<file path="src/rtl/argmax_classifier_if.sv">
`default_nettype none
// ============================================================================
// Module   : argmax_classifier_if
// Brief    : Score-stream and result handshake bundle for argmax_classifier.
// Revision : 1.0
// ============================================================================
interface argmax_classifier_if #(
  parameter int DATA_W      = 16,
  parameter int NUM_CLASSES = 10
);
  localparam int IDX_W = (NUM_CLASSES > 1) ? $clog2(NUM_CLASSES) : 1;

  logic                     valid_in;
  logic                     ready_out;
  logic signed [DATA_W-1:0] in_data;
  logic                     in_last;
  logic                     valid_out;
  logic                     done;
  logic [IDX_W-1:0]         class_idx;
  logic signed [DATA_W-1:0] max_score;
  logic                     reject;
  logic                     err;

  modport master (
    output valid_in, in_data, in_last,
    input  ready_out, valid_out, done, class_idx, max_score, reject, err
  );

  modport slave (
    input  valid_in, in_data, in_last,
    output ready_out, valid_out, done, class_idx, max_score, reject, err
  );
endinterface
`default_nettype wire

</file>
<file path="src/rtl/argmax_classifier.sv">
`default_nettype none
// ============================================================================
// Module   : argmax_classifier
// Brief    : Streams NUM_CLASSES signed scores per frame and emits the argmax,
//            winning score and a low-confidence reject flag.
// Revision : 1.0
// ============================================================================
module argmax_classifier #(
  parameter int                       DATA_W      = 16,
  parameter int                       NUM_CLASSES = 10,
  parameter logic signed [DATA_W-1:0] THRESHOLD   = '0
) (
  input  logic               clk,
  input  logic               rst,
  argmax_classifier_if.slave bus
);
  localparam int             IDX_W      = (NUM_CLASSES > 1) ? $clog2(NUM_CLASSES) : 1;
  localparam logic [IDX_W-1:0] c_LAST_IDX = IDX_W'(NUM_CLASSES - 1);

  typedef enum logic [0:0] {
    S_COLLECT = 1'b0,
    S_EMIT    = 1'b1
  } state_t;

  state_t                   r_state;
  logic [IDX_W-1:0]         r_count;
  logic [IDX_W-1:0]         r_best_idx;
  logic signed [DATA_W-1:0] r_best;
  logic                     r_valid_out;
  logic                     r_done;
  logic                     r_err;
  logic [IDX_W-1:0]         r_class_idx;
  logic signed [DATA_W-1:0] r_max_score;
  logic                     r_reject;

  logic                     w_accept;
  logic                     w_take;
  logic                     w_close;
  logic signed [DATA_W-1:0] w_best;
  logic [IDX_W-1:0]         w_best_idx;

  assign w_accept   = bus.valid_in && (r_state == S_COLLECT);
  // First beat of a frame always seeds the running best; later beats need a
  // strict win so ties stay with the lower index.
  assign w_take     = (r_count == '0) || (bus.in_data > r_best);
  assign w_best     = w_take ? bus.in_data : r_best;
  assign w_best_idx = w_take ? r_count : r_best_idx;
  assign w_close    = w_accept && ((r_count == c_LAST_IDX) || bus.in_last);

  always_ff @(posedge clk) begin
    if (rst) begin
      r_state     <= S_COLLECT;
      r_count     <= '0;
      r_best      <= '0;
      r_best_idx  <= '0;
      r_valid_out <= 1'b0;
      r_done      <= 1'b0;
      r_err       <= 1'b0;
      r_class_idx <= '0;
      r_max_score <= '0;
      r_reject    <= 1'b1;
    end else begin
      r_valid_out <= 1'b0;
      r_done      <= 1'b0;
      r_err       <= 1'b0;
      case (r_state)
        S_COLLECT: begin
          if (w_accept) begin
            r_best     <= w_best;
            r_best_idx <= w_best_idx;
            if (w_close) begin
              r_class_idx <= w_best_idx;
              r_max_score <= w_best;
              r_reject    <= (w_best <= THRESHOLD);
              r_valid_out <= 1'b1;
              r_done      <= 1'b1;
              r_err       <= bus.in_last && (r_count != c_LAST_IDX);
              r_count     <= '0;
              r_state     <= S_EMIT;
            end else begin
              r_count <= r_count + IDX_W'(1);
            end
          end
        end
        S_EMIT:  r_state <= S_COLLECT;
        default: r_state <= S_COLLECT;
      endcase
    end
  end

  assign bus.ready_out = (r_state == S_COLLECT);
  assign bus.valid_out = r_valid_out;
  assign bus.done      = r_done;
  assign bus.err       = r_err;
  assign bus.class_idx = r_class_idx;
  assign bus.max_score = r_max_score;
  assign bus.reject    = r_reject;
endmodule
`default_nettype wire

</file>
<file path="src/flat_wrapper.sv">
// flat-port wrapper written by rule: the top's interface ports become plain ports
module argmax_classifier_flat 
#(
  parameter int                       DATA_W      = 16,
  parameter int                       NUM_CLASSES = 10,
  parameter logic signed [DATA_W-1:0] THRESHOLD   = '0
)
  (clk, rst, bus_valid_in, bus_in_data, bus_in_last, bus_ready_out, bus_valid_out, bus_done, bus_class_idx, bus_max_score, bus_reject, bus_err);
  argmax_classifier_if #(.DATA_W(DATA_W), .NUM_CLASSES(NUM_CLASSES)) bus_i ();
  input  logic clk;
  input  logic rst;
  input wire logic [$bits(bus_i.valid_in)-1:0] bus_valid_in;
  input wire logic [$bits(bus_i.in_data)-1:0] bus_in_data;
  input wire logic [$bits(bus_i.in_last)-1:0] bus_in_last;
  output wire logic [$bits(bus_i.ready_out)-1:0] bus_ready_out;
  output wire logic [$bits(bus_i.valid_out)-1:0] bus_valid_out;
  output wire logic [$bits(bus_i.done)-1:0] bus_done;
  output wire logic [$bits(bus_i.class_idx)-1:0] bus_class_idx;
  output wire logic [$bits(bus_i.max_score)-1:0] bus_max_score;
  output wire logic [$bits(bus_i.reject)-1:0] bus_reject;
  output wire logic [$bits(bus_i.err)-1:0] bus_err;
  assign bus_i.valid_in = bus_valid_in;
  assign bus_i.in_data = bus_in_data;
  assign bus_i.in_last = bus_in_last;
  assign bus_ready_out = bus_i.ready_out;
  assign bus_valid_out = bus_i.valid_out;
  assign bus_done = bus_i.done;
  assign bus_class_idx = bus_i.class_idx;
  assign bus_max_score = bus_i.max_score;
  assign bus_reject = bus_i.reject;
  assign bus_err = bus_i.err;
  argmax_classifier #(.DATA_W(DATA_W), .NUM_CLASSES(NUM_CLASSES), .THRESHOLD(THRESHOLD)) u_core (.clk(clk), .rst(rst), .bus(bus_i));
endmodule
</file>
<file path="config.mk">
export PLATFORM = sky130hd
export DESIGN_NAME = argmax_classifier_flat
export DESIGN_NICKNAME = d
export VERILOG_FILES = /design/src/rtl/argmax_classifier_if.sv /design/src/rtl/argmax_classifier.sv /design/src/flat_wrapper.sv
export SDC_FILE = /design/constraint.sdc
export NUM_CORES = 1
export LEC_CHECK = 0
export ABC_CLOCK_PERIOD_IN_PS = 4700
export BUFFER_PORTS_ARGS = -buffer_cell sky130_fd_sc_hd__buf_2
export CAP_MARGIN = 20
export CORE_ASPECT_RATIO = 0.9
export CORE_MARGIN = 5
export CORE_UTILIZATION = 30
export CTS_BUF_LIST = sky130_fd_sc_hd__clkbuf_8
export DETAILED_ROUTE_END_ITERATION = 7
export SYNTH_ARGS = -nofsm -noshare
export SYNTH_HDL_FRONTEND = slang
export SYNTH_SLANG_ARGS = --single-unit
</file>
<file path="constraint.sdc">
create_clock -name clk -period 4.7 [get_ports clk]
set_clock_uncertainty 0.1 [all_clocks]
set_input_delay 0.94 -clock clk [delete_from_list [all_inputs] [get_ports clk]]
set_output_delay 0.94 -clock clk [all_outputs]
set_load 0.005 [all_outputs]
</file>
* Word level (Yosys, flattened, before mapping)
Index checks and enable logic that the tools add are counted.
** Storage, ports and cells
- Register bits after elaboration :: 48
- Latch bits :: 0
- Bits in writable memories :: 0
- Bits in read-only memories :: 0
- Input bits :: 20
- Logic and storage cells :: 33
- Memories :: 0
** Cells by class
- Add/sub/neg operators :: 1
- Multiply operators :: 0
- Divide/modulo/power cells :: 0
- Order comparisons :: 2
- Equal/unequal tests :: 2
- Shifts and indexed selects :: 0
- Mux-type cells :: 6
- Bitwise gates (word level) :: 3
- Reductions and logical operators :: 10
** Operators with widths (number)
- $gt 16x16->1 :: 1
- $le 16x1->1 const B :: 1
- $mux 16 :: 1
- $mux 4 :: 2
- $add 4x1->4 const B :: 1
- $eq 4x4->1 const B :: 1
- $logic_not 4->1 :: 1
- $ne 4x4->1 const B :: 1
- $reduce_or 4->1 :: 1
- $logic_and 1x1->1 :: 3
- $not 1->1 :: 3
- $reduce_and 3->1 :: 1
- $logic_or 1x1->1 :: 2
- $mux 1 :: 2
- $pmux 1 s2 :: 1
- $reduce_and 2->1 :: 1
- $reduce_or 2->1 :: 1

* Depth between registers and ports, before layout
- Word-level depth :: 6
- Mapped depth :: 10
- Gate-level depth less buffers :: 8

* Least setup slack after synthesis
No wires, ideal clock.
- Path type :: input -> register
- From :: in bus_in_data[15]
- To :: reg u_core.r_reject (netlist: u_core.bus.reject)
- Setup time :: 122 ps
- Arrival time :: 2771 ps
- Required time :: 4478 ps
- Setup slack :: 1707 ps
- Cell stages on the path :: 8
- Cell sequence :: ha_1 -> nand4_2 -> or4_4 -> o211a_2 -> nor2_4 -> buf_6 -> nand3_2 -> a311o_1
** Between the ends
- Longest elaborated chain between the ends :: 4
** Ends and longest elaborated chain
- start: declaration :: line flat_wrapper.sv:13 : input wire logic [$bits(bus_i.in_data)-1:0] bus_in_data;
- $gt 16x16->1 :: line argmax_classifier.sv:45 : assign w_take = (r_count == '0) || (bus.in_data > r_best);
- $logic_or 1x1->1 :: line argmax_classifier.sv:45
- $mux 16 * :: line argmax_classifier.sv:46 : assign w_best = w_take ? bus.in_data : r_best;
- $le 16x1->1 * :: line argmax_classifier.sv:74 : r_reject <= (w_best <= THRESHOLD);
- end signal: assignment :: line argmax_classifier.sv:74
- end: declaration :: line argmax_classifier.sv:34 : logic r_reject;
Every way passes the cells marked *; elsewhere a longest branch is shown, timed or not.
A chain may end at the register's enable or synchronous reset.

* Worst setup path in the final report
Ends and elaborated chain as after synthesis.

==> key figures <==
Pwr
  – LEAKAGE: 1.11 nW
  – Worst voltage drop across the vdd grid: 0.123 mV
  – Share of power burned in the clock network: 0.298
  – Fraction of power spent switching nets: 0.319
  – Sequential group share of total power: 0.460
  – Net switching component of the power: 0.307 mW
  – Total power density per cell area: 319 nW/um^2
  – Internal power of the cells: 0.657 mW
  – Comb power frac: 0.243

Route
  – DRC violation count after routing: 0
  – Remaining antenna violation count after routing: 0
  – First drt pass iteration count: 4
  – Via density per instance: 5.54
  – Per-cell routed wire length: 17.0 um
  – Violation count after the first detailed-route iteration: 174
  – WL final: 7740 um
  – DR vias: 2515

Setup path
  – Setup slack, reg-to-reg: 1450 ps
  – Worst path arrival time: 3630 ps
  – Worst reg2reg path startpoint: u_core.r_best[14]
  – R2r endpoint: u_core.bus.reject
  – Slowest CP cell: sky130_fd_sc_hd__a311oi_4
  – Largest fanout on the critical path: 25
  – Startpoint Class: primary input
  – Total number of cells along the worst setup path: 9
  – Top cell family by delay on the critical path: compound AO/OA/AOI/OAI gates
  – Cell-by-cell listing of the critical path: buf_2 -> ha_1 -> nand4_2 -> o21bai_1 -> or2_1 -> a311oi_4 -> buf_4 -> o21ai_0 -> a311o_1
  – R2R depth: 9
  – Req. time, crit path: 4790 ps
  – Peak per-stage delay on the critical path: 870 ps
  – Critical Path Sink Type: register
  – Critical path buffer and inverter count: 2
  – Critical Path Source: bus_in_data[15]
  – Crit Path Category: primary input to register
  – Capture point of the worst path: u_core.bus.reject

STA
  – Slew Limit Fails: 0
  – Min cycle time layout: 3540 ps
  – Slew at the pin closest to its max-slew limit: 981 ps
  – Worst slew margin: 0.346
  – Share of the clock period used by the worst path after layout: 0.754
  – Final hold viol count: 0
  – Post-Route Hold Slack: 352 ps
  – Sum of negative setup slack: 0 ps
  – Max Fclk: 282 MHz
  – PnR worst setup slack: 1160 ps
  – Setup repair after global routing missed its margin: no
  – Final setup violating endpoints: 0

Die
  – Full die area: 10700 sq um
  – Number of core rows: 32
  – Die Span Y: 98.7 um
  – Count of boundary I/O pins: 45
  – Starting utilization of the core area: 0.306
  – Width of the die: 109 um
  – Area of the placeable core: 8570 sq um

Min path
  – Min-delay worst type: register to register

Placed design
  – Setup slack after placement: 818 ps
  – Instance count after placement with tap cells included: 446
  – Port Buffer Count: 44
  – RD Place Congestion: 0.814
  – Detailed placement HPWL: 5570 um
  – Placed cell area: 2900 sq um

Synth
  – Largest cells by area after synthesis: sky130_fd_sc_hd__dfxtp_1 (36%), sky130_fd_sc_hd__ha_1 (9.1%), sky130_fd_sc_hd__o21ai_0 (5.7%), sky130_fd_sc_hd__o2111ai_1 (5.0%), sky130_fd_sc_hd__o31ai_1 (4.9%)
  – Async set-or-reset flop fraction in the synthesized netlist: 0
  – Average instance area after synthesis: 8.56 sq um
  – Largest area contributor in the netlist: sky130_fd_sc_hd__dfxtp_1
  – Ys Warns: 0
  – Cell area after synthesis: 2620 sq um
  – Post-synth net total: 345
  – Number of cells produced by synthesis: 306
  – Post-synthesis sequential area ratio: 0.359
  – Count of flip-flops with a built-in enable after synthesis: 0
  – Top_reg_cell synth: sky130_fd_sc_hd__dfxtp_1
  – Proportion of netlist area held by the largest area contributor: 0.359
  – Register bit total from synthesis: 47
  – Library cells used by synthesis: 44

CTS
  – H-tree lvl count: 2
  – Clock root buffer: sky130_fd_sc_hd__clkbuf_8
  – Clock tree from TritonCTS: done
  – TritonCTS buffer count: 5
  – Post-CTS repair timing setup buffer count: 0
  – Cts-stage hold buffer count: 0
  – Number of buffers on the longest clock path: 2
  – Number of sinks handled by clock tree synthesis: 47
  – Clock transition at the register clock pins on the worst setup and hold paths after CTS: 80 ps
  – Resized Gates After CTS: 0
  – Clock network latency to the later pin of the worst-skew pair: 300 ps

GRT
  – Antenna violations before repair: 0
  – GR Util All Layers: 0.151
  – Residual overflow from global routing: 0
  – Number of global-route vias before repair: 2503
  – First-pass GRT wire length: 13100 um
  – Largest net degree at the start of global routing: 35

Finish
  – Layout Nets: 374
  – Area growth from synthesis to final layout: 15.2%
  – Count of antenna diodes in the layout: 0
  – Fin cells: 454
  – Fraction of layout cells with a size suffix above 1: 0.191
  – Cell area after layout: 3020 sq um

Job
  – Max cap viols: 0

Status
  – Result of the run: finished clean
==> how the worst min path moves through the flow <==
stage	from	cells past startpoint	endpoint	slack (ps)
floorplan	u_core.r_best_idx[0]	2	u_core.r_best_idx[0]	330
global placement	u_core.bus.class_idx[3]	2	u_core.bus.class_idx[3]	340
detailed placement	u_core.bus.class_idx[2]	2	u_core.bus.class_idx[2]	340
CTS	u_core.bus.class_idx[2]	2	u_core.bus.class_idx[2]	360
global route	u_core.bus.class_idx[2]	2	u_core.bus.class_idx[2]	390
finish	u_core.bus.class_idx[2]	2	u_core.bus.class_idx[2]	350
==> sequential cells by signal, summed over array words and instances (netlist names) <==
| signal | flops |
|---|---|
| u_core.r_state | 1 |
| u_core.bus.err | 1 |
| u_core.r_best_idx | 4 |
| u_core.r_best | 16 |
| u_core.r_count | 4 |
| u_core.bus.max_score | 16 |
| u_core.bus.class_idx | 4 |
| u_core.bus.reject | 1 |
==> power by group through the flow <==
stage / Sequential, mW / Combinational, mW / Clock [mW]
global route: 0.447 / 0.261 / 0.312
finish: 0.443 / 0.234 / 0.287
detailed placement: 0.452 / 0.229 / 0
global placement: 0.452 / 0.224 / 0
CTS: 0.443 / 0.229 / 0.296
floorplan: 0.448 / 0.162 / 0
==> cell type report <==
class | instances | area (sq um)
multi-input cells | 212 | 1490
fillers | 938 | 5550
flip-flops and latches | 47 | 941
repair buffers | 48 | 258
well taps | 119 | 149
inverters | 21 | 78.8
clock buffers | 5 | 68.8
clock inverters | 2 | 33.8
==> worst min-delay path, delay by kind of cell (launching register included) <==
family,cells,cell delay [ps]
flip-flops,1,330
AO/OA/AOI/OAI,1,50
AND/OR/NAND/NOR,1,40
==> kinds of logic after synthesis <==
logic type | Yosys count | synth area share
AO/OA/AOI/OAI | 109 | 0.289
AND/OR/NAND/NOR | 78 | 0.159
buffers and inverters | 47 | 0.0802
flip-flops | 47 | 0.359
adder cells (fa/ha/maj) | 19 | 0.0907
XOR/XNOR | 3 | 0.0100
multiplexers | 3 | 0.0115
==> cells in the final DEF (no fill, tap or decap), types with 4 or more instances in the layout <==
master / count
sky130_fd_sc_hd__a31oi_1: 14
sky130_fd_sc_hd__buf_2: 44
sky130_fd_sc_hd__nand2_1: 12
sky130_fd_sc_hd__a311oi_1: 8
sky130_fd_sc_hd__clkbuf_8: 5
sky130_fd_sc_hd__nor3_1: 7
sky130_fd_sc_hd__nor2_1: 13
sky130_fd_sc_hd__o211ai_1: 4
sky130_fd_sc_hd__dfxtp_1: 47
sky130_fd_sc_hd__ha_1: 19
sky130_fd_sc_hd__nand3_1: 19
sky130_fd_sc_hd__inv_1: 22
sky130_fd_sc_hd__o21ai_0: 30
sky130_fd_sc_hd__o21ai_1: 5
sky130_fd_sc_hd__o2111ai_1: 15
sky130_fd_sc_hd__nand4_1: 6
sky130_fd_sc_hd__nor4_1: 6
sky130_fd_sc_hd__o31ai_1: 17
sky130_fd_sc_hd__nor2b_1: 4
sky130_fd_sc_hd__a21oi_1: 5
==> metrics by stage <==
stage / power [mW] / utilization
3_3_place_gp: 0.677 / 0.339
6_report: 0.965 / 0.352
4_1_cts: 0.968 / 0.351
2_1_floorplan: 0.609 / -
3_5_place_dp: 0.681 / 0.339
5_1_grt: 1.02 / 0.352
==> synthesized netlist by cell type (2+ instances only) <==
| cell | n |
|---|---|
| sky130_fd_sc_hd__ha_1 | 19 |
| sky130_fd_sc_hd__inv_1 | 21 |
| sky130_fd_sc_hd__nor4_1 | 6 |
| sky130_fd_sc_hd__a31oi_1 | 14 |
| sky130_fd_sc_hd__dfxtp_1 | 47 |
| sky130_fd_sc_hd__nor3_1 | 7 |
| sky130_fd_sc_hd__nand4_1 | 6 |
| sky130_fd_sc_hd__nand3_1 | 19 |
| sky130_fd_sc_hd__clkbuf_1 | 15 |
| sky130_fd_sc_hd__xor2_1 | 2 |
| sky130_fd_sc_hd__o21ai_1 | 5 |
| sky130_fd_sc_hd__nand2b_1 | 2 |
| sky130_fd_sc_hd__buf_2 | 6 |
| sky130_fd_sc_hd__a311oi_1 | 9 |
| sky130_fd_sc_hd__buf_6 | 3 |
| sky130_fd_sc_hd__a41oi_1 | 2 |
| sky130_fd_sc_hd__a21oi_1 | 6 |
| sky130_fd_sc_hd__o31ai_1 | 17 |
| sky130_fd_sc_hd__nor2b_1 | 4 |
| sky130_fd_sc_hd__o211ai_1 | 4 |
| sky130_fd_sc_hd__o2111ai_1 | 15 |
| sky130_fd_sc_hd__nor2_1 | 13 |
| sky130_fd_sc_hd__nand2_1 | 12 |
| sky130_fd_sc_hd__o21ai_0 | 30 |
| sky130_fd_sc_hd__mux2i_1 | 3 |
==> layer usage <==
metal	up-vias	global-route usage	part of all wire
li1	1226	-	-
met1	1190	0.216	0.47
met2	91	0.231	0.44
met3	8	0.0321	0.072
met4	0	0.0408	0.015
met5	-	0	0
Note: power is estimated with default switching activity, not from simulation.
